--- src/rtl/mem_access_unit.sv ---
// Memory port between the multicycle control FSM and the unified instruction/data memory.
// Latency: request edge to done_o is 2 cycles minimum (ack in first req cycle), plus one per wait cycle.
// Backpressure: bus_req_o is held until bus_ack_i; busy_o stalls the FSM; no ack within TIMEOUT cycles gives a sticky error.
module mem_access_unit #(
    parameter int ADDR_W  = 16,
    parameter int DATA_W  = 16,
    parameter int TIMEOUT = 15
) (
    input  logic              clk,
    input  logic              reset,
    input  logic              mem_read_i,
    input  logic              mem_write_i,
    input  logic              ir_write_i,
    input  logic              iord_i,
    input  logic [ADDR_W-1:0] pc_i,
    input  logic [ADDR_W-1:0] alu_out_i,
    input  logic [DATA_W-1:0] wdata_i,
    output logic              bus_req_o,
    output logic              bus_we_o,
    output logic [ADDR_W-1:0] bus_addr_o,
    output logic [DATA_W-1:0] bus_wdata_o,
    input  logic              bus_ack_i,
    input  logic [DATA_W-1:0] bus_rdata_i,
    output logic [DATA_W-1:0] ir_o,
    output logic [3:0]        op_o,
    output logic [3:0]        funcf_o,
    output logic [DATA_W-1:0] mdr_o,
    output logic              busy_o,
    output logic              done_o,
    output logic              err_o
);

    typedef enum logic [2:0] {
        S_IDLE,
        S_ACCESS,
        S_DONE,
        S_HOLD,
        S_ERR
    } state_t;

    localparam int CNT_W = $clog2(TIMEOUT + 1);
    localparam logic [CNT_W-1:0] CNT_LAST = CNT_W'(TIMEOUT - 1);

    state_t            state_q, state_d;
    logic [CNT_W-1:0]  cnt_q, cnt_d;
    logic [ADDR_W-1:0] addr_q, addr_d;
    logic [DATA_W-1:0] wdata_q, wdata_d;
    logic [DATA_W-1:0] ir_q, ir_d;
    logic [DATA_W-1:0] mdr_q, mdr_d;
    logic              we_q, we_d;
    logic              irw_q, irw_d;

    logic req_any;
    logic req_both;

    assign req_any  = mem_read_i | mem_write_i;
    assign req_both = mem_read_i & mem_write_i;

    // State and datapath registers; synchronous reset clears everything, so a
    // reset in the middle of an access simply abandons it.
    always_ff @(posedge clk) begin
        if (reset) begin
            state_q <= S_IDLE;
            cnt_q   <= '0;
            addr_q  <= '0;
            wdata_q <= '0;
            ir_q    <= '0;
            mdr_q   <= '0;
            we_q    <= 1'b0;
            irw_q   <= 1'b0;
        end else begin
            state_q <= state_d;
            cnt_q   <= cnt_d;
            addr_q  <= addr_d;
            wdata_q <= wdata_d;
            ir_q    <= ir_d;
            mdr_q   <= mdr_d;
            we_q    <= we_d;
            irw_q   <= irw_d;
        end
    end

    // Next-state logic: launch from IDLE, wait for ack or timeout in ACCESS,
    // then park in HOLD until the FSM drops its request level.
    always_comb begin
        state_d = state_q;
        cnt_d   = cnt_q;
        addr_d  = addr_q;
        wdata_d = wdata_q;
        ir_d    = ir_q;
        mdr_d   = mdr_q;
        we_d    = we_q;
        irw_d   = irw_q;

        unique case (state_q)
            S_IDLE: begin
                if (req_both) begin
                    // Read and write together is a control FSM bug; refuse it.
                    state_d = S_ERR;
                end else if (req_any) begin
                    addr_d  = iord_i ? alu_out_i : pc_i;
                    wdata_d = wdata_i;
                    we_d    = mem_write_i;
                    irw_d   = ir_write_i;
                    cnt_d   = '0;
                    state_d = S_ACCESS;
                end
            end

            S_ACCESS: begin
                if (bus_ack_i) begin
                    // Read data is valid in the ack cycle; writes leave IR/MDR alone.
                    if (!we_q) begin
                        if (irw_q) begin
                            ir_d = bus_rdata_i;
                        end else begin
                            mdr_d = bus_rdata_i;
                        end
                    end
                    cnt_d   = '0;
                    state_d = S_DONE;
                end else if (cnt_q == CNT_LAST) begin
                    // This is the TIMEOUT-th cycle without an ack.
                    state_d = S_ERR;
                end else begin
                    cnt_d = cnt_q + 1'b1;
                end
            end

            S_DONE: begin
                state_d = S_HOLD;
            end

            S_HOLD: begin
                // Wait for the request level to fall so one level gives one transaction.
                if (!req_any) begin
                    state_d = S_IDLE;
                end
            end

            S_ERR: begin
                state_d = S_ERR;
            end

            default: begin
                state_d = S_IDLE;
            end
        endcase
    end

    // Bus and FSM-facing outputs decoded from state and latched transaction fields.
    always_comb begin
        bus_req_o   = (state_q == S_ACCESS);
        bus_we_o    = (state_q == S_ACCESS) & we_q;
        bus_addr_o  = addr_q;
        bus_wdata_o = wdata_q;
        done_o      = (state_q == S_DONE);
        err_o       = (state_q == S_ERR);
        busy_o      = ((state_q == S_IDLE) & req_any & ~req_both) | (state_q == S_ACCESS);
        ir_o        = ir_q;
        mdr_o       = mdr_q;
        op_o        = ir_q[DATA_W-1 -: 4];
        funcf_o     = ir_q[3:0];
    end

endmodule

--- config.mk ---
export PLATFORM = sky130hd
export DESIGN_NAME = mem_access_unit
export DESIGN_NICKNAME = d
export VERILOG_FILES = /design/src/rtl/mem_access_unit.sv
export SDC_FILE = /design/constraint.sdc
export NUM_CORES = 1
export LEC_CHECK = 0
export CAP_MARGIN = 20
export CORE_MARGIN = 2
export CORE_UTILIZATION = 45
export CTS_CLUSTER_DIAMETER = 40
export DETAILED_ROUTE_END_ITERATION = 16
export PLACE_DENSITY = 0.95
export SLEW_MARGIN = 15
export SYNTH_ARGS = -nofsm -noshare
export SYNTH_HDL_FRONTEND = slang
export SYNTH_SLANG_ARGS = --single-unit
--- constraint.sdc ---
create_clock -name clk -period 4.9 [get_ports clk]
set_input_delay 0.98 -clock clk [delete_from_list [all_inputs] [get_ports clk]]
set_output_delay 0.98 -clock clk [all_outputs]
set_load 0.005 [all_outputs]
==> flow_metrics.py <==
metrics = {
    "run_status": {
        "outcome": "completed",
    },
    "die": {
        "die_area_um2": 8000,
        "rows": 31,
        "initial_core_util": 0.458,
        "die_width_um": 89.5,
        "io_pins": 148,
        "core_area_um2": 7180,
        "die_height_um": 89.5,
    },
    "timing": {
        "hold_viol": 0,
        "fmax_mhz": 276,
        "rsz0062_at_grt": "no",
        "period_share": 0.739,
        "tightest_slew_ns": 0.932,
        "fin_setup_tns_ns": 0,
        "post-route-min-period_ns": 3.62,
        "fin_worst_skew_ns": 0.0107,
        "hold_ws_ns": 0.479,
        "setup_violations": 0,
        "maxSlewViolCount": 0,
        "fin_ws_ns": 1.28,
        "relSlewSlack": 0.370,
    },
    "yosys": {
        "synth_most_common_cell": "dfxtp_1",
        "synth.distinct_cells": 36,
        "syn-num-nets": 421,
        "synthTopCellsByArea": "dfxtp_1, mux2i_1, nand2b_1",
        "synth_edf_count": 0,
        "yosys_warnings": 0,
        "synth_common_cells": "dfxtp_1, nand2b_1, mux2i_1",
        "synthArstFlopShare": 0,
        "yosysTopAreaCellShare": 0.445,
        "synth_top_area_cell": "dfxtp_1",
        "syn_avg_cell_area_um2": 9.44,
        "netlist_instances": 348,
        "synthFlopType": "dfxtp_1",
        "synth_seq_area_share": 0.445,
        "synth_seq_cells": 73,
        "synth_area_um2": 3290,
    },
    "routing": {
        "drt-pass1-iter-count": 4,
        "wirelength_mm": 8.68,
        "vias_per_cell": 5.19,
        "drtIter0Drc": 179,
        "drc": 0,
        "routed-via-count": 2992,
        "drtAntennaViolNets": 0,
        "wl_per_cell_um": 15.1,
    },
    "placed_design": {
        "io_buffer_count": 147,
        "dp_hpwl_mm": 6.37,
        "routabilityCongestion": 0.781,
        "place_ws_ns": 1.26,
        "post-place-cells": 559,
        "place_area_um2": 4730,
    },
    "clocking": {
        "cts.sinks": 73,
        "cts_buffers": 9,
        "cts_resized": 0,
        "cts_tree": "yes",
        "max-clock-path-buffers": 2,
        "h-tree-depth": 3,
        "cts_root_buf": "clkbuf_8",
        "postCtsSetupBuffers": 0,
        "clk_pin_slew_ns": 0.07,
        "clk_latency_ns": 0.34,
        "postCtsHoldBufs": 0,
    },
    "setup_path": {
        "crit_fanout": 20,
        "crit_top_cell": "clkdlybuf4s50_1",
        "cp_cell_sequence": "clkdlybuf4s50_1 -> xnor2_1 -> buf_4 -> o21ai_0 -> clkdlybuf4s50_1",
        "crit_buf_inv": 3,
        "crit_family": "buffers and inverters",
        "cp_slowest_cell": "clkdlybuf4s50_1",
        "critical_path_class": "input port to output pin",
        "required_ns": 3.92,
        "crit_path_end_kind": "output pin",
        "arrival_ns": 2.64,
        "crit_path_start_kind": "input port",
        "max_stage_delay_ns": 0.64,
    },
    "grt": {
        "grt_max_degree": 61,
        "grt_pass1_wl_mm": 13.3,
        "grt_pass1_vias": 2879,
        "track_usage": 0.215,
        "antenna_found_initial": 0,
        "grt-ovfl-total": 0,
    },
    "layout": {
        "final_cell_area_um2": 4940,
        "final_layout_size_suffix_gt1_frac": 0.0566,
        "fin_util": 0.688,
        "fillers": 543,
        "stdcell_count": 576,
        "diodes": 0,
        "areaGrowthSynthToFinish_pct": 50.2,
        "nets": 545,
    },
    "min_path": {
        "hp-class": "register to register",
    },
    "pwr": {
        "finalPower_mw": 1.48,
        "p_leak_nw": 1.85,
        "powerDensity_nw_per_um2": 300,
        "peakVddDrop_mv": 0.181,
    },
    "job": {
        "cap_viol_max_count": 0,
    },
}
==> routing by layer <==
metal | track usage | part of all wire | vias up
met2 | 0.386 | 0.54 | 101
li1 | - | - | 1471
met1 | 0.247 | 0.40 | 1401
met4 | 0.0882 | 0.022 | 0
met3 | 0.0443 | 0.037 | 19
met5 | 0 | 0 | -
==> layout make-up <==
class	instances	area, um^2	share of cell area
sequential	73	1460	0.296
clock buffer	11	141	0.0286
inverter	4	15.0	0.00304
timing repair buffer	153	1510	0.306
multi-input combinational	231	1630	0.330
tap	99	124	0.0251
clock inverter	5	55.1	0.0112
==> final timing paths <==
kind	start	endpoint	slack (ns)	depth (start not counted)
min reg2reg	mdr_o[1]$_SDFFE_PP0P_	mdr_o[1]$_SDFFE_PP0P_	0.48	2
max	mem_read_i	busy_o	1.28	5
max reg2reg	state_q[0]$_SDFFE_PP0P_	ir_o[11]$_SDFFE_PP0P_	2.71	4
min	mdr_o[1]$_SDFFE_PP0P_	mdr_o[1]$_SDFFE_PP0P_	0.48	2
==> flip-flops by register name, indices dropped and copies added (netlist names) <==
| signal | cells |
|---|---|
| state_q | 3 |
| bus_wdata_o | 16 |
| ir_o | 16 |
| we_q | 1 |
| bus_addr_o | 16 |
| cnt_q | 4 |
| mdr_o | 16 |
| irw_q | 1 |
==> power breakdown <==
part	total [mW]	leakage, nW	internal [mW]	switching [mW]
registers	0.671	0.595	0.639	0.0323
logic	0.347	1.16	0.198	0.149
clock network	0.464	0.0953	0.248	0.217
==> worst reg2reg max path, delay by kind of cell (launching register included) <==
kind / cells / cell delay, ns
multiplexers: 1 / 0.38
buffers and inverters: 1 / 0.12
flip-flops: 1 / 0.56
AND/OR/NAND/NOR: 2 / 1.05
==> layout by cell type, fill, tap and decap left out, types with 2 or more instances in the layout <==
master and count:
clkdlybuf4s50_1 146, dfxtp_1 73, nand2b_1 51, mux2i_1 50, a21oi_1 36, o21ai_0 21
nand3_1 18, a211oi_1 17, clkbuf_8 10, buf_4 6, inv_1 4, a311oi_1 3
nor2_1 3, nand2_1 3, nor3b_1 2, and4b_1 2, nor4b_1 2, nor4_1 2
nor3_1 2, ha_1 2, clkinvlp_4 2, clkinv_2 2
==> logic make-up (layout without fill, tap and decap cells) <==
family	Yosys count	in the layout	share of synthesized area
muxes	50	50	0.152
DFF	73	73	0.445
buffers and inverters	44	173	0.0655
AOI/OAI and AO/OA	82	82	0.145
and+or+nand+nor	95	95	0.179
xor gates and xnor gates	2	2	0.00533
adders and majority gates	2	2	0.00761
Power figures use the tool's default switching activity.
